[src/rtl/stim_burst_sequencer_if.sv]
// stim_burst_sequencer_if
//   Bundles the configuration word bus from the SPI register file and the
//   analogue front-end controls of stim_burst_sequencer.
//   master: register file / bench side (drives cfg_*, observes front-end controls)
//   slave : sequencer side (receives cfg_*, drives front-end controls)
//   Signals:
//     cfg_load, cfg_enable, cfg_amp, cfg_freq, cfg_phase, cfg_ramp, cfg_rf,
//     cfg_on, cfg_off, cfg_ele (channel i at [i*ELE_W +: ELE_W])
//     ele_sel, ph_a, ph_b, dac, chan, pulse_active, burst_on, cfg_err
interface stim_burst_sequencer_if #(
  parameter int NCH    = 2,
  parameter int ELE_W  = 32,
  parameter int AMP_W  = 6,
  parameter int FREQ_W = 12,
  parameter int PH_W   = 3,
  parameter int RAMP_W = 6,
  parameter int RF_W   = 10,
  parameter int ON_W   = 8,
  parameter int OFF_W  = 10
) ();
  localparam int CH_W = (NCH > 1) ? $clog2(NCH) : 1;

  logic                 cfg_load;
  logic                 cfg_enable;
  logic [AMP_W-1:0]     cfg_amp;
  logic [FREQ_W-1:0]    cfg_freq;
  logic [PH_W-1:0]      cfg_phase;
  logic [RAMP_W-1:0]    cfg_ramp;
  logic [RF_W-1:0]      cfg_rf;
  logic [ON_W-1:0]      cfg_on;
  logic [OFF_W-1:0]     cfg_off;
  logic [NCH*ELE_W-1:0] cfg_ele;

  logic [ELE_W-1:0]     ele_sel;
  logic                 ph_a;
  logic                 ph_b;
  logic [AMP_W-1:0]     dac;
  logic [CH_W-1:0]      chan;
  logic                 pulse_active;
  logic                 burst_on;
  logic                 cfg_err;

  modport master (
    output cfg_load, cfg_enable, cfg_amp, cfg_freq, cfg_phase, cfg_ramp,
           cfg_rf, cfg_on, cfg_off, cfg_ele,
    input  ele_sel, ph_a, ph_b, dac, chan, pulse_active, burst_on, cfg_err
  );

  modport slave (
    input  cfg_load, cfg_enable, cfg_amp, cfg_freq, cfg_phase, cfg_ramp,
           cfg_rf, cfg_on, cfg_off, cfg_ele,
    output ele_sel, ph_a, ph_b, dac, chan, pulse_active, burst_on, cfg_err
  );
endinterface

[src/rtl/stim_burst_sequencer.sv]
// stim_burst_sequencer
//   Multi-channel biphasic stimulation sequencer with amplitude ramp and
//   ON/OFF burst gating. One clk cycle is one stimulation tick. Each period
//   fires channels 0..NCH-1 as PH1 / GAP / PH2 / DEAD, then waits out the
//   period. Configuration is latched into shadow registers on cfg_load and
//   adopted at period boundaries; enable acts immediately (current channel
//   finishes its pulse first).
//   Ports: clk, resetn (async, active low), bus (stim_burst_sequencer_if.slave)
//   Optional build macro RAMP_DOWN_EN: mirrored amplitude ramp-down at the end
//   of each finite ON window. Undefined: amplitude holds until the window ends.
module stim_burst_sequencer #(
  parameter int NCH    = 2,
  parameter int ELE_W  = 32,
  parameter int AMP_W  = 6,
  parameter int FREQ_W = 12,
  parameter int PH_W   = 3,
  parameter int RAMP_W = 6,
  parameter int RF_W   = 10,
  parameter int ON_W   = 8,
  parameter int OFF_W  = 10
) (
  input logic                  clk,
  input logic                  resetn,
  stim_burst_sequencer_if.slave bus
);
  localparam int CH_W  = (NCH > 1) ? $clog2(NCH) : 1;
  localparam int ACC_W = (((AMP_W + 4) > RF_W) ? (AMP_W + 4) : RF_W) + 1;
  localparam int N_W   = (ON_W > RAMP_W) ? ON_W : RAMP_W;

  typedef enum logic [2:0] {S_IDLE, S_PH1, S_GAP, S_PH2, S_DEAD, S_WAIT, S_OFF} state_t;

  // Shadow copy of the configuration bus
  logic                 sh_en;
  logic [AMP_W-1:0]     sh_amp;
  logic [FREQ_W-1:0]    sh_freq;
  logic [PH_W-1:0]      sh_phase;
  logic [RAMP_W-1:0]    sh_ramp;
  logic [RF_W-1:0]      sh_rf;
  logic [ON_W-1:0]      sh_on;
  logic [OFF_W-1:0]     sh_off;
  logic [NCH*ELE_W-1:0] sh_ele;
  logic                 cfg_err_reg;

  // Configuration in force for the current period
  logic [FREQ_W-1:0]    act_freq;
  logic [PH_W-1:0]      act_phase;
  logic [ON_W-1:0]      act_on;
  logic [OFF_W-1:0]     act_off;
  logic [NCH*ELE_W-1:0] act_ele;

  state_t               state_reg;
  logic [FREQ_W:0]      tick_reg;
  logic [PH_W-1:0]      ph_cnt_reg;
  logic [CH_W-1:0]      chan_reg;
  logic [N_W-1:0]       pidx_reg;
  logic [OFF_W-1:0]     off_cnt_reg;
  logic [ACC_W-1:0]     acc_reg;
  logic [AMP_W-1:0]     amp_now_reg;
  logic [ELE_W-1:0]     ele_sel_reg;
  logic                 ph_a_reg, ph_b_reg, pulse_active_reg, burst_on_reg;
  logic [AMP_W-1:0]     dac_reg;

  logic [ELE_W-1:0] act_mask [NCH];
  for (genvar gi = 0; gi < NCH; gi++) begin : g_mask
    assign act_mask[gi] = act_ele[gi*ELE_W +: ELE_W];
  end

  // Phase width 0 is treated as 1; sequence length L = NCH*(2P+2)
  logic [PH_W-1:0] p_act, p_in;
  logic [FREQ_W:0] len_act, len_in, per_len;
  assign p_act   = (act_phase == '0) ? PH_W'(1) : act_phase;
  assign p_in    = (bus.cfg_phase == '0) ? PH_W'(1) : bus.cfg_phase;
  assign len_act = (FREQ_W+1)'(NCH * (2 * int'(p_act) + 2));
  assign len_in  = (FREQ_W+1)'(NCH * (2 * int'(p_in) + 2));
  // A too-short period is stretched to fit the whole channel sequence
  assign per_len = ({1'b0, act_freq} < len_act) ? len_act : {1'b0, act_freq};

  logic last_tick, ph_last, last_chan, win_end, off_last;
  logic [CH_W-1:0] next_chan;
  assign last_tick = (tick_reg == per_len - 1'b1);
  assign ph_last   = (ph_cnt_reg == p_act - 1'b1);
  assign last_chan = (chan_reg == CH_W'(NCH - 1));
  assign next_chan = chan_reg + 1'b1;
  assign win_end   = (act_on != '0) && (pidx_reg == N_W'(act_on) - N_W'(1));
  assign off_last  = (off_cnt_reg == act_off - 1'b1);

  // Ramp: next-period amplitude for a continuing window and for a fresh one.
  // Uses shadow values because they become active at the same boundary.
  logic [ACC_W-1:0] amp_lim, sum_cont, acc_cont, acc_fresh;
  logic [AMP_W-1:0] amp_cont, amp_fresh;
  logic [N_W-1:0]   n_cont;
`ifdef RAMP_DOWN_EN
  logic [N_W-1:0]   on_n, rmp_n, down_start;
`endif
  always_comb begin
    amp_lim   = ACC_W'({sh_amp, 4'b0000});
    n_cont    = (&pidx_reg) ? pidx_reg : pidx_reg + 1'b1;
    sum_cont  = acc_reg + ACC_W'(sh_rf);
    acc_cont  = (sum_cont > amp_lim) ? amp_lim : sum_cont;
    acc_fresh = (ACC_W'(sh_rf) > amp_lim) ? amp_lim : ACC_W'(sh_rf);
    amp_cont  = ((sh_ramp == '0) || (n_cont >= N_W'(sh_ramp))) ? sh_amp : acc_cont[AMP_W+3:4];
    amp_fresh = (sh_ramp == '0) ? sh_amp : acc_fresh[AMP_W+3:4];
`ifdef RAMP_DOWN_EN
    on_n       = N_W'(sh_on);
    rmp_n      = N_W'(sh_ramp);
    down_start = (on_n > rmp_n) ? on_n - rmp_n : '0;
    if ((sh_on != '0) && (sh_ramp != '0)) begin
      if (n_cont >= down_start) begin
        acc_cont = (acc_reg > ACC_W'(sh_rf)) ? acc_reg - ACC_W'(sh_rf) : '0;
        amp_cont = (acc_cont > amp_lim) ? sh_amp : acc_cont[AMP_W+3:4];
      end
      if (down_start == '0) begin
        acc_fresh = '0;
        amp_fresh = '0;
      end
    end
`endif
  end

  // Boundary / exit decisions, prioritised in the FSM below
  logic start_fresh, start_cont, enter_off, enter_idle, period_end;
  always_comb begin
    start_fresh = 1'b0;
    start_cont  = 1'b0;
    enter_off   = 1'b0;
    enter_idle  = 1'b0;
    period_end  = 1'b0;
    case (state_reg)
      S_IDLE: start_fresh = sh_en;
      S_PH2:  enter_idle  = ph_last && !sh_en;
      S_DEAD: if (!sh_en) enter_idle = 1'b1;
              else if (last_chan && last_tick) period_end = 1'b1;
      S_WAIT: if (!sh_en) enter_idle = 1'b1;
              else if (last_tick) period_end = 1'b1;
      S_OFF:  if (!sh_en) enter_idle = 1'b1;
              else if (last_tick && off_last) start_fresh = 1'b1;
      default: ;
    endcase
    if (period_end) begin
      if (win_end && (sh_off != '0)) enter_off   = 1'b1;
      else if (win_end)              start_fresh = 1'b1;  // no OFF window, ramp restarts
      else                           start_cont  = 1'b1;
    end
  end

  always_ff @(posedge clk or negedge resetn) begin
    if (!resetn) begin
      sh_en <= 1'b0; sh_amp <= '0; sh_freq <= '0; sh_phase <= '0; sh_ramp <= '0;
      sh_rf <= '0; sh_on <= '0; sh_off <= '0; sh_ele <= '0; cfg_err_reg <= 1'b0;
    end else if (bus.cfg_load) begin
      sh_en <= bus.cfg_enable; sh_amp <= bus.cfg_amp; sh_freq <= bus.cfg_freq;
      sh_phase <= bus.cfg_phase; sh_ramp <= bus.cfg_ramp; sh_rf <= bus.cfg_rf;
      sh_on <= bus.cfg_on; sh_off <= bus.cfg_off; sh_ele <= bus.cfg_ele;
      cfg_err_reg <= ({1'b0, bus.cfg_freq} < len_in);
    end
  end

  always_ff @(posedge clk or negedge resetn) begin
    if (!resetn) begin
      state_reg <= S_IDLE; tick_reg <= '0; ph_cnt_reg <= '0; chan_reg <= '0;
      pidx_reg <= '0; off_cnt_reg <= '0; acc_reg <= '0; amp_now_reg <= '0;
      act_freq <= '0; act_phase <= '0; act_on <= '0; act_off <= '0; act_ele <= '0;
      ele_sel_reg <= '0; ph_a_reg <= 1'b0; ph_b_reg <= 1'b0; dac_reg <= '0;
      pulse_active_reg <= 1'b0; burst_on_reg <= 1'b0;
    end else if (enter_idle) begin
      state_reg <= S_IDLE; tick_reg <= '0; ph_cnt_reg <= '0; chan_reg <= '0;
      pidx_reg <= '0; off_cnt_reg <= '0; acc_reg <= '0; amp_now_reg <= '0;
      ele_sel_reg <= '0; ph_a_reg <= 1'b0; ph_b_reg <= 1'b0; dac_reg <= '0;
      pulse_active_reg <= 1'b0; burst_on_reg <= 1'b0;
    end else if (start_fresh || start_cont) begin
      // New period: adopt shadow config and open channel 0 PH1
      act_freq <= sh_freq; act_phase <= sh_phase; act_on <= sh_on;
      act_off <= sh_off; act_ele <= sh_ele;
      state_reg <= S_PH1; tick_reg <= '0; ph_cnt_reg <= '0; chan_reg <= '0;
      off_cnt_reg <= '0;
      pidx_reg    <= start_fresh ? '0 : n_cont;
      acc_reg     <= start_fresh ? acc_fresh : acc_cont;
      amp_now_reg <= start_fresh ? amp_fresh : amp_cont;
      dac_reg     <= start_fresh ? amp_fresh : amp_cont;
      ele_sel_reg <= sh_ele[ELE_W-1:0];
      ph_a_reg <= 1'b1; ph_b_reg <= 1'b0; pulse_active_reg <= 1'b1; burst_on_reg <= 1'b1;
    end else if (enter_off) begin
      act_freq <= sh_freq; act_phase <= sh_phase; act_on <= sh_on;
      act_off <= sh_off; act_ele <= sh_ele;
      state_reg <= S_OFF; tick_reg <= '0; off_cnt_reg <= '0; chan_reg <= '0;
      ele_sel_reg <= '0; ph_a_reg <= 1'b0; ph_b_reg <= 1'b0; dac_reg <= '0;
      pulse_active_reg <= 1'b0; burst_on_reg <= 1'b0;
    end else begin
      case (state_reg)
        S_PH1: begin
          tick_reg <= tick_reg + 1'b1;
          if (ph_last) begin
            state_reg <= S_GAP; ph_a_reg <= 1'b0; dac_reg <= '0;
          end else begin
            ph_cnt_reg <= ph_cnt_reg + 1'b1;
          end
        end
        S_GAP: begin
          tick_reg <= tick_reg + 1'b1;
          state_reg <= S_PH2; ph_cnt_reg <= '0; ph_b_reg <= 1'b1; dac_reg <= amp_now_reg;
        end
        S_PH2: begin
          tick_reg <= tick_reg + 1'b1;
          if (ph_last) begin
            state_reg <= S_DEAD; ph_b_reg <= 1'b0; dac_reg <= '0;
            ele_sel_reg <= '0; pulse_active_reg <= 1'b0;
          end else begin
            ph_cnt_reg <= ph_cnt_reg + 1'b1;
          end
        end
        S_DEAD: begin
          tick_reg <= tick_reg + 1'b1;
          if (last_chan) begin
            state_reg <= S_WAIT;
          end else begin
            state_reg <= S_PH1; chan_reg <= next_chan; ph_cnt_reg <= '0;
            ele_sel_reg <= act_mask[next_chan]; ph_a_reg <= 1'b1;
            dac_reg <= amp_now_reg; pulse_active_reg <= 1'b1;
          end
        end
        S_WAIT: tick_reg <= tick_reg + 1'b1;
        S_OFF: begin
          if (last_tick) begin
            tick_reg <= '0; off_cnt_reg <= off_cnt_reg + 1'b1;
          end else begin
            tick_reg <= tick_reg + 1'b1;
          end
        end
        default: tick_reg <= '0;
      endcase
    end
  end

  assign bus.ele_sel      = ele_sel_reg;
  assign bus.ph_a         = ph_a_reg;
  assign bus.ph_b         = ph_b_reg;
  assign bus.dac          = dac_reg;
  assign bus.chan         = chan_reg;
  assign bus.pulse_active = pulse_active_reg;
  assign bus.burst_on     = burst_on_reg;
  assign bus.cfg_err      = cfg_err_reg;
endmodule

[src/flat_wrapper.sv]
// flat-port wrapper written by rule: the top's interface ports become plain ports
module stim_burst_sequencer_flat 
#(
  parameter int NCH    = 2,
  parameter int ELE_W  = 32,
  parameter int AMP_W  = 6,
  parameter int FREQ_W = 12,
  parameter int PH_W   = 3,
  parameter int RAMP_W = 6,
  parameter int RF_W   = 10,
  parameter int ON_W   = 8,
  parameter int OFF_W  = 10
)
  (clk, resetn, bus_cfg_load, bus_cfg_enable, bus_cfg_amp, bus_cfg_freq, bus_cfg_phase, bus_cfg_ramp, bus_cfg_rf, bus_cfg_on, bus_cfg_off, bus_cfg_ele, bus_ele_sel, bus_ph_a, bus_ph_b, bus_dac, bus_chan, bus_pulse_active, bus_burst_on, bus_cfg_err);
  stim_burst_sequencer_if #(.NCH(NCH), .ELE_W(ELE_W), .AMP_W(AMP_W), .FREQ_W(FREQ_W), .PH_W(PH_W), .RAMP_W(RAMP_W), .RF_W(RF_W), .ON_W(ON_W), .OFF_W(OFF_W)) bus_i ();
  input logic clk;
  input logic resetn;
  input wire logic [$bits(bus_i.cfg_load)-1:0] bus_cfg_load;
  input wire logic [$bits(bus_i.cfg_enable)-1:0] bus_cfg_enable;
  input wire logic [$bits(bus_i.cfg_amp)-1:0] bus_cfg_amp;
  input wire logic [$bits(bus_i.cfg_freq)-1:0] bus_cfg_freq;
  input wire logic [$bits(bus_i.cfg_phase)-1:0] bus_cfg_phase;
  input wire logic [$bits(bus_i.cfg_ramp)-1:0] bus_cfg_ramp;
  input wire logic [$bits(bus_i.cfg_rf)-1:0] bus_cfg_rf;
  input wire logic [$bits(bus_i.cfg_on)-1:0] bus_cfg_on;
  input wire logic [$bits(bus_i.cfg_off)-1:0] bus_cfg_off;
  input wire logic [$bits(bus_i.cfg_ele)-1:0] bus_cfg_ele;
  output wire logic [$bits(bus_i.ele_sel)-1:0] bus_ele_sel;
  output wire logic [$bits(bus_i.ph_a)-1:0] bus_ph_a;
  output wire logic [$bits(bus_i.ph_b)-1:0] bus_ph_b;
  output wire logic [$bits(bus_i.dac)-1:0] bus_dac;
  output wire logic [$bits(bus_i.chan)-1:0] bus_chan;
  output wire logic [$bits(bus_i.pulse_active)-1:0] bus_pulse_active;
  output wire logic [$bits(bus_i.burst_on)-1:0] bus_burst_on;
  output wire logic [$bits(bus_i.cfg_err)-1:0] bus_cfg_err;
  assign bus_i.cfg_load = bus_cfg_load;
  assign bus_i.cfg_enable = bus_cfg_enable;
  assign bus_i.cfg_amp = bus_cfg_amp;
  assign bus_i.cfg_freq = bus_cfg_freq;
  assign bus_i.cfg_phase = bus_cfg_phase;
  assign bus_i.cfg_ramp = bus_cfg_ramp;
  assign bus_i.cfg_rf = bus_cfg_rf;
  assign bus_i.cfg_on = bus_cfg_on;
  assign bus_i.cfg_off = bus_cfg_off;
  assign bus_i.cfg_ele = bus_cfg_ele;
  assign bus_ele_sel = bus_i.ele_sel;
  assign bus_ph_a = bus_i.ph_a;
  assign bus_ph_b = bus_i.ph_b;
  assign bus_dac = bus_i.dac;
  assign bus_chan = bus_i.chan;
  assign bus_pulse_active = bus_i.pulse_active;
  assign bus_burst_on = bus_i.burst_on;
  assign bus_cfg_err = bus_i.cfg_err;
  stim_burst_sequencer #(.NCH(NCH), .ELE_W(ELE_W), .AMP_W(AMP_W), .FREQ_W(FREQ_W), .PH_W(PH_W), .RAMP_W(RAMP_W), .RF_W(RF_W), .ON_W(ON_W), .OFF_W(OFF_W)) u_core (.clk(clk), .resetn(resetn), .bus(bus_i));
endmodule
[config.mk]
export PLATFORM = sky130hd
export DESIGN_NAME = stim_burst_sequencer_flat
export DESIGN_NICKNAME = d
export VERILOG_FILES = /design/src/rtl/stim_burst_sequencer_if.sv /design/src/rtl/stim_burst_sequencer.sv /design/src/flat_wrapper.sv
export SDC_FILE = /design/constraint.sdc
export NUM_CORES = 1
export LEC_CHECK = 0
export CORE_AREA = 4 4 205 207
export DETAILED_ROUTE_END_ITERATION = 8
export DIE_AREA = 0 0 209 211
export HOLD_SLACK_MARGIN = 0.02
export MAX_ROUTING_LAYER = met4
export PLACE_DENSITY = 0.66
export SLEW_MARGIN = 20
export SYNTH_ARGS = -nofsm -noshare
export SYNTH_HDL_FRONTEND = slang
export SYNTH_SLANG_ARGS = --single-unit
[constraint.sdc]
create_clock -name clk -period 6.3 [get_ports clk]
set_input_delay 0.63 -clock clk [delete_from_list [all_inputs] [get_ports clk]]
set_output_delay 0.63 -clock clk [all_outputs]
set_load 0.02 [all_outputs]
== After elaboration in Yosys (flattened, before gate mapping) ==
Cells that the tools add are included.

* Mux-type cells: 105
* Bitwise logic cells: 2
* Reduce and logical (&&, ||, !) cells: 38
* $lt $le $gt $ge: 6
* Shift-type cells: 0
* Div/mod/pow operators: 0
* $add $sub $neg: 12
* Multiply operators: 0
* Eq/ne operators: 17

{| class="wikitable"
|+ Operator list
! kind !! number
|-
| 32-bit 2-to-1 mux || 8
|-
| 64-bit 2-to-1 mux || 2
|-
| 10-bit 2-to-1 mux || 8
|-
| 13-bit 2-to-1 mux || 5
|-
| 32-bit one-hot mux with 2 select lines || 1
|-
| 6-bit 2-to-1 mux || 10
|-
| 8-bit 2-to-1 mux || 6
|-
| 3-bit 2-to-1 mux || 15
|-
| 11-bit 2-to-1 mux || 4
|-
| 1-bit 2-to-1 mux || 34
|-
| 12-bit by 13-bit < comparator with 1-bit output || 2
|-
| 13-bit one-hot mux with 2 select lines || 1
|-
| 12-bit 2-to-1 mux || 2
|-
| 5-bit nonzero test || 4
|-
| 6-bit one-hot mux with 3 select lines || 1
|-
| 5-bit by 1-bit inequality test with 1-bit output (second input constant) || 3
|-
| 13-bit by 1-bit adder with 13-bit output (second input constant) || 1
|-
| 13-bit equality test || 1
|-
| 13-bit by 1-bit subtractor with 13-bit output (second input constant) || 1
|-
| 1-bit one-hot mux with 2 select lines || 6
|-
| 3-bit one-hot mux with 4 select lines || 1
|-
| 3-bit AND reduction || 4
|-
| 4-bit nonzero test || 3
|-
| 11-bit by 10-bit adder with 11-bit output || 1
|-
| 41 further kinds || 56
|}

* Latch bits: 0
* Output and inout port bits: 44
* Flip-flop bits (word level): 315
* ROM bits: 0
* Memories: 0
* Word-level logic and storage cells: 209
* Bits in writable memories: 0

== Depth between registers and ports, before layout ==
Gate-level depths: netlist of the first run.

* Depth in word-level cells: 17
* Mapped depth: 25
* Depth with buffers taken out: 19

== Least setup slack after synthesis of the first run ==
Ideal clock, no wire load.

* Kind: reg-to-reg
* Start: register u_core.act_phase[2]
* End: register u_core.ele_sel_reg[10] (netlist: u_core.bus.ele_sel[10])
* Arrival: 4.238 ns
* Buffers on the path: 4
* Setup slack: 1.937 ns
* Data required time: 6.175 ns
* Library setup time: 0.125 ns
* Clock period less this slack: 4.363 ns
* Stages on the path, launching flop included: 24
* Path through: dfrtp_1 > buf_6 > o21bai_4 > ha_1 > xnor2_1 > ha_1 > nand3_1 > and2_1 > buf_2 > nand3_4 > nand2_1 > ha_1 > nand3_1 > a31o_2 > o21ai_0 > a21oi_1 > nor4_1 > and4b_1 > buf_6 > a21o_4 > nor2_4 > o221ai_4 > buf_6 > mux2_4

* Longest elaborated chain between the ends: 17
* Elaborated cells between the ends (all ways): 34
* Those cells by class: add/sub: 3; order compare: 1; eq/ne: 4; mux: 19; reduce/logical: 7

{| class="wikitable"
|+ RTL lines
! element !! line !! source
|-
| start, declared || stim_burst_sequencer.sv:46 || <nowiki>logic [PH_W-1:0] act_phase;</nowiki>
|-
| start signal, assigned || stim_burst_sequencer.sv:172 || <nowiki>act_freq <= sh_freq; act_phase <= sh_phase; act_on <= sh_on;</nowiki>
|-
| start signal, assigned || stim_burst_sequencer.sv:183 || <nowiki>act_freq <= sh_freq; act_phase <= sh_phase; act_on <= sh_on;</nowiki>
|-
| 3-bit zero test || stim_burst_sequencer.sv:71 || <nowiki>assign p_act = (act_phase == '0) ? PH_W'(1) : act_phase;</nowiki>
|-
| 3-bit 2-to-1 mux * || stim_burst_sequencer.sv:71 ||
|-
| 4-bit by 2-bit adder with 5-bit output || stim_burst_sequencer.sv:73 || <nowiki>assign len_act = (FREQ_W+1)'(NCH * (2 * int'(p_act) + 2));</nowiki>
|-
| 12-bit by 13-bit < comparator with 1-bit output || stim_burst_sequencer.sv:76 || <nowiki>assign per_len = ({1'b0, act_freq} < len_act) ? len_act : {1'b0, act_freq};</nowiki>
|-
| 13-bit 2-to-1 mux || stim_burst_sequencer.sv:76 ||
|-
| 13-bit by 1-bit subtractor with 13-bit output || stim_burst_sequencer.sv:80 || <nowiki>assign last_tick = (tick_reg == per_len - 1'b1);</nowiki>
|-
| 13-bit equality test || stim_burst_sequencer.sv:80 ||
|-
| 1-bit logical AND || stim_burst_sequencer.sv:136 || <nowiki>else if (last_tick && off_last) start_fresh = 1'b1;</nowiki>
|-
| 1-bit 2-to-1 mux || stim_burst_sequencer.sv:136 ||
|-
| 1-bit 2-to-1 mux || stim_burst_sequencer.sv:135 || <nowiki>S_OFF: if (!sh_en) enter_idle = 1'b1;</nowiki>
|-
| 1-bit one-hot mux with 2 select lines || stim_burst_sequencer.sv:128 || <nowiki>case (state_reg)</nowiki>
|-
| 1-bit 2-to-1 mux || stim_burst_sequencer.sv:141 || <nowiki>else if (win_end) start_fresh = 1'b1;</nowiki>
|-
| 1-bit 2-to-1 mux || stim_burst_sequencer.sv:140 || <nowiki>if (win_end && (sh_off != '0)) enter_off = 1'b1;</nowiki>
|-
| 1-bit 2-to-1 mux || stim_burst_sequencer.sv:139 || <nowiki>if (period_end) begin</nowiki>
|-
| 1-bit logical OR || stim_burst_sequencer.sv:170 || <nowiki>end else if (start_fresh || start_cont) begin</nowiki>
|-
| 5-bit inequality test (no source line) (tied with other cells) || - ||
|-
| 3-bit AND reduction (no source line) / 32-bit 2-to-1 mux (equally long branches) || - ||
|-
| end signal, assigned || stim_burst_sequencer.sv:180 || <nowiki>ele_sel_reg <= sh_ele[ELE_W-1:0];</nowiki>
|-
| end, declared || stim_burst_sequencer.sv:59 || <nowiki>logic [ELE_W-1:0] ele_sel_reg;</nowiki>
|}

Every way passes the cells marked *; elsewhere a longest branch is shown, timed or not.
A chain may end at the register's enable or synchronous reset.

== Worst setup path after layout of the first run ==
* Start: register u_core.act_phase[2]
* End: register u_core.ele_sel_reg[31] (netlist: u_core.bus.ele_sel[31])

The elaborated chain is that of the path after synthesis.

==> summary.txt, run 1 <==
Floorplanning
  • I/O pin cnt: around 170
  • Die Y: 211 microns
  • Die Wd: 209 microns
  • Initial Utilization: 39.3%
  • Row count: 74
  • Die ar.: 44,100 sq um
  • Core Area: 40,400 sq um

Timing
  • Setup Viol. Count Final: 0
  • RSZ-0062 raised after global routing: false
  • Fmax: 185 MHz
  • Period minus WS final: between 5 and 6 ns
  • Measured slew at the worst slew-check pin: 0.995 ns
  • Period Utilization, post-route: a little under nine tenths
  • Max_slew headroom: between 30 and 40%
  • Final hold vios: 0
  • Post-route setup TNS: 0 ns
  • Clock skew: about 0.022 ns
  • Max Slew Vio Count: 0
  • Fin worst setup slack: 0.907 ns

Placement
  • Area of placed instances: approximately 18,000 sq um
  • Number of buffers added on ports: 166
  • Setup WS pre-CTS: 0.901 ns
  • Hpwl dp: between 20,000 and 30,000 microns
  • Placed cells: 2,001
  • RePlAce Congestion: between 0.8 and 0.9

Critical path
  • Worst path bufs/invs: 1
  • CP peak stage delay: 0.56 ns
  • Nature of the critical path startpoint: flop
  • Peak fanout along the critical path: 33
  • Critical Path RT: 6.73 ns
  • Worst Setup Path Type: flop to flop
  • Most used cell, CP: ha_1
  • Critical Path Sink Type: flop
  • WP data arrival: slightly below 6 ns
  • CP startpoint: u_core.act_phase[2]
  • Crit-path cells: o21bai_4 -> ha_1 -> xnor2_1 -> ha_1 -> nand3_1 -> and2_1 -> nand3_4 -> nand2_1 -> ha_1 -> nand3_1 -> a31o_2 -> o21ai_0 -> a21oi_1 -> nor4_1 -> and4b_1 -> a21o_4 -> nor2_4 -> o221ai_4 -> buf_12 -> mux2_2
  • CP top delay family: simple AND/OR/NAND/NOR gates
  • CP max stage cell: dfrtp_1
  • Reg-to-reg startpoint: u_core.act_phase[2]

Global route
  • First-pass GRT wire length: between 60,000 and 70,000 microns
  • Vias in the first global route: 11.3k
  • Gr ovfl total: 0
  • All-Layer GR Usage: 17.2%
  • Initial antenna violation count: 5
  • Largest net degree at the start of global routing: 190

Synth
  • FFs w/ async S/R, synth: 100%
  • Avg Cell Area, Syn: approximately 12 sq um
  • Sequential-to-total area share from yosys stat: 49.7%
  • Syn_nets: 1,531
  • Mapped Area: 15,800 sq um
  • Predominant post-synthesis flop cell: dfrtp_1
  • Ys Warns: 0
  • Synthesis-stage register bit count: 315
  • Post-synthesis cell count: 1,363
  • EDFF count, synth: 0
  • Post-synth cell types: 78

CTS
  • H-tree depth: 2
  • Clock slew at reported path FFs: ~0.060 ns
  • CTS Buf Count: 36
  • Clk sinks: 315
  • CTS root buf: clkbuf_16
  • Clock latency on the worst-skew pair: 0.55 ns
  • PostCTS Resize Cnt: 0
  • Largest buffer count on any clock path: 3
  • CTS tree: done

Drt
  • Routed Antenna Nets: 0
  • Drt pass-1 iters: 5
  • Vias: 10.9k
  • Residual DRC count: 0
  • Vias/cell: 5.25
  • Drt initial violations: 541
  • Post-Route WL: 37,100 microns
  • Drt wl/cell: roughly 18 microns

Outcome
  • Status: finished clean

Finish
  • Area Overhead vs Synth: 21.6%
  • Post-layout instance area: 19,300 sq um
  • Share of cells above drive strength 1: a little over a fifth
  • Nets@finish: 1,677
  • Non-Filler Instances: 2,073

Worst hold path
  • Hold WC Path Type: flop to flop
  • Hold Path Origin: u_core.amp_now_reg[1]

Power
  • IR drop worst, VDD: ~0.39 mV
  • Power Dens Cells: between 400 and 500 nW/um^2
  • Leak: 8.21 nW

Run
  • Max-cap violations: 0
-- cell usage in the layout, fill, tap and decap left out, types with 37 or more instances in the layout --
master / netlist / routed
a21oi_1: 37 / 37
nor2_1: 61 / 61
nand2_1: 101 / 101
xnor2_1: 50 / 50
o21ai_0: 81 / 81
dfrtp_1: 315 / 314
mux2i_1: 37 / 37
nand3_1: 42 / 42
mux2_2: 209 / 209
clkdlybuf4s50_1: 0 / 164
ha_1: 44 / 44
clkbuf_16: 0 / 37
-- where the power goes --
| part | internal [mW] | switching (mW) | total [mW] |
|---|---|---|---|
| combinational | 1.72 | 1.84 | 3.56 |
| sequential | 2.63 | 0.529 | 3.16 |
| clock | 1.34 | 0.880 | 2.22 |
-- final cells by class --
| class | count | area, sq um |
|---|---|---|
| Antenna cell | 5 | 12.5 |
| Tap cell | 532 | 666 |
| Inverter | 36 | 135 |
| Multi-Input combinational cell | 941 | 7470 |
| Timing Repair Buffer | 179 | 1830 |
| Sequential cell | 315 | 7880 |
| Fill cell | 3701 | 21100 |
| Clock buffer | 47 | 993 |
| Clock inverter | 18 | 270 |
-- final timing paths --
check	cells after the start	end	slack (ns)
setup / recovery	20	u_core.bus.ele_sel[31]	0.91
hold / removal	1	u_core.amp_now_reg[1]	0.48
setup reg to reg	20	u_core.bus.ele_sel[31]	0.91
hold reg to reg	1	u_core.amp_now_reg[1]	0.48
max in group asynchronous	3	u_core.sh_ele[16]	4.37
min in group asynchronous	2	u_core.sh_ramp[5]	0.58
-- Yosys cell counts, types with 3 or more instances --
| master | count | area (sq um) |
|---|---|---|
| nand2_1 | 101 | 379 |
| o21a_1 | 6 | 45.0 |
| o22a_1 | 4 | 35.0 |
| mux2_4 | 29 | 435 |
| nor3_1 | 17 | 85.1 |
| nand3_1 | 42 | 210 |
| mux2_2 | 209 | 2350 |
| xnor2_1 | 50 | 438 |
| and2_1 | 6 | 37.5 |
| o221a_2 | 4 | 45.0 |
| o211ai_1 | 3 | 22.5 |
| nor3b_1 | 6 | 45.0 |
| and3_1 | 11 | 68.8 |
| o21ai_0 | 81 | 405 |
| a22o_1 | 4 | 35.0 |
| a31oi_1 | 25 | 156 |
| xor2_1 | 31 | 272 |
| mux2i_1 | 37 | 370 |
| nor4_1 | 14 | 87.6 |
| a21oi_1 | 37 | 185 |
| o21bai_1 | 3 | 22.5 |
| nor4b_1 | 4 | 35.0 |
| dfrtp_1 | 315 | 7880 |
| buf_1 | 4 | 15.0 |
| nor2b_1 | 10 | 62.6 |
| inv_1 | 35 | 131 |
| a21o_1 | 13 | 97.6 |
| nor2_1 | 61 | 229 |
| buf_2 | 22 | 110 |
| ha_1 | 44 | 551 |
| nand4_1 | 16 | 100 |
| a221oi_1 | 3 | 26.3 |
| buf_6 | 8 | 90.1 |
| buf_4 | 3 | 22.5 |
| or2_2 | 3 | 18.8 |
| nand4b_1 | 4 | 35.0 |
| nand2b_1 | 16 | 100 |
| clkbuf_1 | 34 | 128 |
-- cells by family (layout without fill, tap and decap cells) --
group / Yosys count / in the layout / synth area share, %
compound gates: 217 / 217 / 8.91
xor+xnor: 81 / 81 / 4.48
fa+ha+maj: 45 / 45 / 3.60
buf+inv: 107 / 280 / 3.16
flops: 315 / 315 / 49.7
mux: 275 / 275 / 19.9
other cells: 0 / 5 / 0
simple gates: 323 / 323 / 10.2
-- repair_timing --
action | CTS | global route
hold buffers | 1 | 0
endpoints found under the hold margin | 50 | 0
setup buffers | 0 | 0
-- metrics by stage --
step	utilization, %	power [mW]	hold slack [ns]
final	47.7	8.94	0.478
after floorplan	-	5.71	0.334
after global placement	44.5	6.64	0.458
after detailed placement	44.5	6.75	0.470
after CTS	47.6	9.03	0.482
after global routing	47.7	9.55	0.498
-- layer usage --
| metal | global-route usage [%] | routed length, microns | vias up |
|---|---|---|---|
| met2 | 27.3 | 17200 | 234 |
| met5 | - | 0 | - |
| met1 | 21.8 | 16300 | 5405 |
| met3 | 5.41 | 2790 | 54 |
| met4 | 4.21 | 731 | 0 |
| li1 | - | - | 5187 |
No activity file was read; power rests on OpenSTA's default activity.
==> run 2, diff against run 1 <==
--- a/config.mk
+++ b/config.mk
@@ -5,9 +5,9 @@
 export SDC_FILE = /design/constraint.sdc
 export NUM_CORES = 1
 export LEC_CHECK = 0
-export CORE_AREA = 4 4 205 207
+export CORE_AREA = 2 2 203 205
 export DETAILED_ROUTE_END_ITERATION = 8
-export DIE_AREA = 0 0 209 211
+export DIE_AREA = 0 0 205 207
 export HOLD_SLACK_MARGIN = 0.02
 export MAX_ROUTING_LAYER = met4
 export PLACE_DENSITY = 0.66
==> summary.txt, run 2 (synthesis gave the netlist of run 1 again) <==
Outcome
  • Status: finished clean (unchanged)

Drt
  • Met2 WL: 16,400 microns (was 17,200 microns)
  • Drt initial violations: 532 (was 541)
  • Vias/cell: 5.20 (was 5.25)
  • Drt wl/cell: 17.6 microns (was 17.9 microns)
  • Vias: 10.8k (was 10.9k)
  • Residual DRC count: 0 (unchanged)
  • Drt pass-1 iters: 5 (unchanged)
  • Post-Route WL: 36,600 microns (was 37,100 microns)
  • Routed Antenna Nets: 0 (unchanged)
  • M1 wire length: 17,300 microns (was 16,300 microns)
  • DR WL met3: 2090 microns (was 2790 microns)
  • Highest layer used for signal routing: met4 (unchanged)

Finish
  • Commonest non-fill, non-tap cells in the layout: dfrtp_1, mux2_2, clkdlybuf4s50_1, nand2_1, o21ai_0 (unchanged)
  • Most common cell after layout, fill and taps aside: dfrtp_1 (unchanged)
  • Filler instances: 3,675 (was 3,701)
  • Area Overhead vs Synth: 21.6% (about the same)
  • Nets@finish: 1,677 (unchanged)
  • Share of cells above drive strength 1: 21.9% (was 21.7%)
  • Finished Core Util: 47.8% (was 47.7%)

Floorplanning
  • Die Y: 207 microns (was 211 microns)
  • Row count: 74 (unchanged)
  • Initial Utilization: 39.3% (unchanged)
  • Core Area: 40,400 sq um (unchanged)
  • Die Wd: 205 microns (was 209 microns)
  • Die ar.: 42,400 sq um (was 44,100 sq um)
  • I/O pin cnt: 167 (unchanged)

Timing
  • Post-route setup TNS: 0 ns (unchanged)
  • Final hold vios: 0 (unchanged)
  • Period minus WS final: 5.39 ns (about the same)
  • Period Utilization, post-route: 85.6% (about the same)
  • Setup Viol. Count Final: 0 (unchanged)
  • Clock skew: 0.0230 ns (was 0.0219 ns)
  • Fmax: 185 MHz (about the same)
  • RSZ-0062 raised after global routing: false (unchanged)
  • Max_slew headroom: 32.9% (was 33.7%)
  • Measured slew at the worst slew-check pin: 1.01 ns (was 0.995 ns)
  • Fin worst setup slack: 0.906 ns (was 0.907 ns)
  • Max Slew Vio Count: 0 (unchanged)

Global route
  • Initial antenna violation count: 3 (was 5)
  • Gr ovfl total: 0 (unchanged)
  • Vias in the first global route: 11.0k (was 11.3k)
  • Largest net degree at the start of global routing: 178 (was 190)
  • All-Layer GR Usage: 17.9% (was 17.2%)
  • First-pass GRT wire length: 59,100 microns (was 60,500 microns)

CTS
  • Cts hold-fix bufs: 0 (was 1)
  • # Post-CTS Setup Buffers: 0 (unchanged)
  • CTS Buf Count: 38 (was 36)
  • CTS root buf: clkbuf_16 (unchanged)
  • Largest buffer count on any clock path: 3 (unchanged)
  • Clk sinks: 315 (unchanged)
  • PostCTS Resize Cnt: 0 (unchanged)
  • H-tree depth: 2 (unchanged)
  • CTS tree: done (unchanged)
  • Clock slew at reported path FFs: 0.06 ns (about the same)
  • Clock latency on the worst-skew pair: 0.55 ns (about the same)

Critical path
  • CP peak stage delay: 0.69 ns (was 0.56 ns)
  • Most used cell, CP: ha_1 (unchanged)
  • Peak fanout along the critical path: 12 (was 33)
  • CP max stage cell: a31oi_1 (was dfrtp_1)
  • CP top delay family: simple AND/OR/NAND/NOR gates (unchanged)
  • Nature of the critical path startpoint: flop (unchanged)
  • Worst path bufs/invs: 0 (was 1)
  • Critical Path RT: 6.73 ns (about the same)
  • WP data arrival: 5.82 ns (was 5.83 ns)
  • Crit-path cells: o21bai_4 -> ha_1 -> xnor2_1 -> ha_1 -> nand3_1 -> and2_1 -> nand3_4 -> nand2_1 -> ha_1 -> nand3_1 -> a31o_2 -> o21ai_0 -> a21oi_1 -> nor4_1 -> and4b_1 -> a21oi_1 -> a31oi_1 -> nand2_1 -> o22a_1 (was o21bai_4 -> ha_1 -> xnor2_1 -> ha_1 -> nand3_1 -> and2_1 -> nand3_4 -> nand2_1 -> ha_1 -> nand3_1 -> a31o_2 -> o21ai_0 -> a21oi_1 -> nor4_1 -> and4b_1 -> a21o_4 -> nor2_4 -> o221ai_4 -> buf_12 -> mux2_2)
  • Worst Setup Path Type: flop to flop (unchanged)
  • Critical Path Sink Type: flop (unchanged)

Placement
  • Setup WS pre-CTS: 0.956 ns (was 0.901 ns)
  • RePlAce Congestion: 0.871 (was 0.842)
  • Number of buffers added on ports: 166 (unchanged)
  • Hpwl dp: 25,200 microns (was 25,400 microns)

Power
  • IR drop worst, VDD: 0.236 mV (was 0.389 mV)
  • Leak: 8.23 nW (was 8.21 nW)
  • Total power: 8.95 mW (was 8.94 mW)
  • Power Dens Cells: 464 nW/um^2 (about the same)

Worst hold path
  • Hold WC Path Type: input port to async pin (was flop to flop)

Run
  • Max-cap violations: 0 (unchanged)
[run 2: cell types whose count changed in the layout (fill, tap and decap cells not counted)]
cell,before,now
bufinv_16,5,3
clkbuf_16,37,38
clkbuf_8,3,10
clkinvlp_4,4,1
buf_4,8,7
buf_6,0,1
buf_16,1,0
clkinv_8,0,1
dlygate4sd3_1,1,0
clkinv_4,3,4
inv_16,2,1
[run 2: through the flow]
| step | area, sq um | std cells | hold slack [ns] |
|---|---|---|---|
| 2_1_floorplan | 15800 | 1363 | 0.334 |
| 3_3_place_gp | 18000 | 2001 | 0.460 |
| 3_5_place_dp | 18000 | 2001 | 0.465 |
| 4_1_cts | 19300 | 2070 | 0.0452 |
| 5_1_grt | 19300 | 2073 | 0.0699 |
| 6_report | 19300 | 2075 | 0.0219 |
[run 2: power breakdown]
group	switching [mW]	internal, mW
logic	1.82	1.71
registers	0.541	2.63
clock network	0.880	1.37
[run 2: final cells by class]
type | count | area [sq um] | share of cell area, %
flip-flops and latches | 315 | 7880 | 40.9
multi-input cells | 941 | 7470 | 38.8
repair buffers | 177 | 1800 | 9.34
clock buffers | 55 | 1110 | 5.78
well taps | 532 | 666 | 3.45
clock inverters | 14 | 193 | 1.00
inverters | 36 | 135 | 0.701
diodes | 5 | 12.5 | 0.0649
[run 2: path summary, 6_finish.rpt]
path                                  startpoint                     to  slack (ns)  depth (start not counted)
setup / recovery             u_core.act_phase[2]      u_core.bus.dac[1]        0.91                         19
hold / removal                            resetn       u_core.act_on[3]        0.02                          1
min in group clk           u_core.amp_now_reg[0]  u_core.amp_now_reg[0]        0.48                          1
max in group asynchronous                 resetn        u_core.bus.chan        4.86                          2
hold reg to reg            u_core.amp_now_reg[0]  u_core.amp_now_reg[0]        0.48                          1
setup reg to reg             u_core.act_phase[2]      u_core.bus.dac[1]        0.91                         19
[run 2: per-layer routing]
| metal | vias up | GRT usage (%) |
|---|---|---|
| li1 | 5169 | - |
| met3 | 61 | 4.20 |
| met4 | 0 | 5.41 |
| met1 | 5351 | 24.1 |
| met5 | - | - |
| met2 | 214 | 26.9 |
==> run 3, diff against run 2 <==
--- a/config.mk
+++ b/config.mk
@@ -10,7 +10,7 @@
 export DIE_AREA = 0 0 205 207
 export HOLD_SLACK_MARGIN = 0.02
 export MAX_ROUTING_LAYER = met4
-export PLACE_DENSITY = 0.66
+export PLACE_DENSITY = 0.68
 export SLEW_MARGIN = 20
 export SYNTH_ARGS = -nofsm -noshare
 export SYNTH_HDL_FRONTEND = slang
==> constraint.sdc (replaced) <==
create_clock -name clk -period 4.6 [get_ports clk]
set_input_delay 0.46 -clock clk [delete_from_list [all_inputs] [get_ports clk]]
set_output_delay 0.46 -clock clk [all_outputs]
set_load 0.02 [all_outputs]
==> summary.txt, run 3 (synthesis gave the netlist of run 1 again) <==
Critical path
  • Nature of the critical path startpoint: flop (unchanged)
  • Worst Setup Path Type: flop to flop (unchanged)
  • Peak fanout along the critical path: 9 (was 12)
  • Reg2reg setup slack: 0.14 ns (was 0.91 ns)
  • Critical Path RT: 5.04 ns (was 6.73 ns)
  • Critical Path Sink Type: flop (unchanged)
  • WP data arrival: 4.90 ns (was 5.82 ns)

Power
  • Total power: 12.6 mW (was 8.95 mW)
  • Power Dens Cells: 641 nW/um^2 (was 464 nW/um^2)
  • Leak: 8.47 nW (was 8.23 nW)
  • IR drop worst, VDD: 0.320 mV (was 0.236 mV)

Timing
  • Max Slew Vio Count: 0 (unchanged)
  • Final hold slack: 0.483 ns (was 0.0219 ns)
  • Measured slew at the worst slew-check pin: 0.915 ns (was 1.01 ns)
  • Final hold vios: 0 (unchanged)
  • Setup Viol. Count Final: 0 (unchanged)
  • Period Utilization, post-route: 97.0% (was 85.6%)
  • Fmax: 224 MHz (was 185 MHz)
  • Period minus WS final: 4.46 ns (was 5.39 ns)
  • Max_slew headroom: 39.0% (was 32.9%)
  • RSZ-0062 raised after global routing: true (was false)
  • Clock skew: 0.0418 ns (was 0.0230 ns)

Placement
  • Hpwl dp: 26,100 microns (was 25,200 microns)
  • Number of buffers added on ports: 166 (unchanged)
  • RePlAce Congestion: 0.914 (was 0.871)

Floorplanning
  • Die Wd: 205 microns (unchanged)
  • Die Y: 207 microns (unchanged)
  • Row count: 74 (unchanged)
  • Initial Utilization: 39.3% (unchanged)
  • Die ar.: 42,400 sq um (unchanged)
  • Core Area: 40,400 sq um (unchanged)
  • I/O pin cnt: 167 (unchanged)

Global route
  • Initial antenna violation count: 5 (was 3)
  • First-pass GRT wire length: 60,600 microns (was 59,100 microns)
  • All-Layer GR Usage: 18.2% (was 17.9%)
  • Vias in the first global route: 11.5k (was 11.0k)
  • Gr ovfl total: 0 (unchanged)
  • Largest net degree at the start of global routing: 98 (was 178)

Finish
  • Nets@finish: 1,719 (was 1,677)
  • Multi-input logic area: 7520 sq um (was 7470 sq um)
  • Finished Core Util: 48.9% (was 47.8%)
  • Most common cell after layout, fill and taps aside: dfrtp_1 (unchanged)
  • Filler instances: 3,617 (was 3,675)
  • Share of cells above drive strength 1: 24.5% (was 21.9%)
  • Area Overhead vs Synth: 24.5% (was 21.6%)
  • Commonest non-fill, non-tap cells in the layout: dfrtp_1, mux2_2, clkdlybuf4s50_1, nand2_1, o21ai_0 (unchanged)
  • Register area: 7890 sq um (was 7880 sq um)

Outcome
  • Status: finished clean (unchanged)

Drt
  • Routed Antenna Nets: 0 (unchanged)
  • Vias: 11.2k (was 10.8k)
  • Vias/cell: 5.28 (was 5.20)
  • Drt wl/cell: 18.1 microns (was 17.6 microns)
  • Drt initial violations: 529 (was 532)
  • Drt pass-1 iters: 5 (unchanged)
  • Residual DRC count: 0 (unchanged)
  • Post-Route WL: 38,300 microns (was 36,600 microns)

CTS
  • CTS Buf Count: 37 (was 38)
  • Largest buffer count on any clock path: 3 (unchanged)
  • Clock slew at reported path FFs: 0.06 ns (about the same)
  • CTS tree: done (unchanged)
  • H-tree depth: 2 (unchanged)
  • CTS root buf: clkbuf_16 (unchanged)
  • Clk sinks: 315 (unchanged)
  • Clock latency on the worst-skew pair: 0.56 ns (was 0.55 ns)

Run
  • Max-cap violations: 0 (unchanged)

Worst hold path
  • Hold WC Path Type: flop to flop (was input port to async pin)
[run 3: cell count changes in the layout (fill, tap and decap cells not counted), sizes merged]
cell	before	now
buf	13	51
bufinv	3	2
clkbuf	55	56
clkinv	8	9
clkinvlp	1	2
dlygate4sd3	0	1
inv	38	36
[run 3: final timing paths]
kind / cells after the start / endpoint / from
setup / recovery: 21 / u_core.bus.ele_sel[1] / u_core.act_phase[0]
hold / removal: 1 / u_core.amp_now_reg[1] / u_core.amp_now_reg[1]
setup reg to reg: 21 / u_core.bus.ele_sel[1] / u_core.act_phase[0]
hold reg to reg: 1 / u_core.amp_now_reg[1] / u_core.amp_now_reg[1]
max in group asynchronous: 3 / u_core.act_off[5] / resetn
min in group asynchronous: 2 / u_core.act_on[2] / resetn
[run 3: through the flow]
stage,cell area [sq um],setup slack (ns),setup TNS (ns),std cells
global route,19700,-0.0538,-1.21,2114
global placement,18200,0.0383,0,2032
finish,19700,0.140,0,2114
detailed placement,18200,-0.102,-2.06,2032
CTS,19500,0.0213,0,2098
floorplan,15800,0.237,0,1363
[run 3: worst max-delay path, cell delays in order (launching register included)]
cell and delay [ns]:
dfrtp_2 0.44, o21bai_4 0.20, ha_1 0.25, xnor2_2 0.15, ha_1 0.29, nand3_1 0.14
a21o_1 0.16, nand3_4 0.12, nand2_2 0.12, ha_2 0.21, nand3_1 0.10, a21o_1 0.17
a21oi_1 0.20, xor2_1 0.11, nor4_1 0.17, and4b_2 0.43, a21o_4 0.18, nor2_4 0.04
o221ai_4 0.19, buf_12 0.17, buf_12 0.15, mux2_2 0.34
[run 3: what timing repair did]
| item | CTS | global route |
|---|---|---|
| cloned | 0 | 5 |
| setup endpoints to repair | 37 | 140 |
| hold buffers | 1 | 0 |
| buffers inserted | 0 | 6 |
| hold endpoints to repair | 94 | 0 |
| gates resized for setup | 1 | 14 |
| pin swaps | 0 | 5 |
[run 3: layer usage]
layer	wire length [microns]	global-route usage, %	up-vias	share of wire [%]
li1	-	-	5263	-
met1	17600	24.2	5559	46
met2	17400	27.8	280	45
met3	2440	4.19	59	6.4
met4	894	5.58	0	2.3
met5	0	-	-	0
[run 3: layout make-up]
| cell class | count | area share [%] |
|---|---|---|
| Timing Repair Buffer | 220 | 11.5 |
| Clock buffer | 52 | 5.39 |
| Inverter | 36 | 0.685 |
| Antenna cell | 5 | 0.0634 |
| Multi-Input combinational cell | 941 | 38.1 |
| Tap cell | 532 | 3.37 |
| Sequential cell | 315 | 40.0 |
| Clock inverter | 13 | 0.850 |
[run 3: power by group]
part | leakage, nW | switching, mW | internal (mW) | total [mW]
Sequential | 3.87 | 0.719 | 3.60 | 4.32
Clock | 0.599 | 1.19 | 1.74 | 2.92
Combinational | 4.00 | 2.69 | 2.70 | 5.40
Total | 8.47 | 4.60 | 8.04 | 12.6
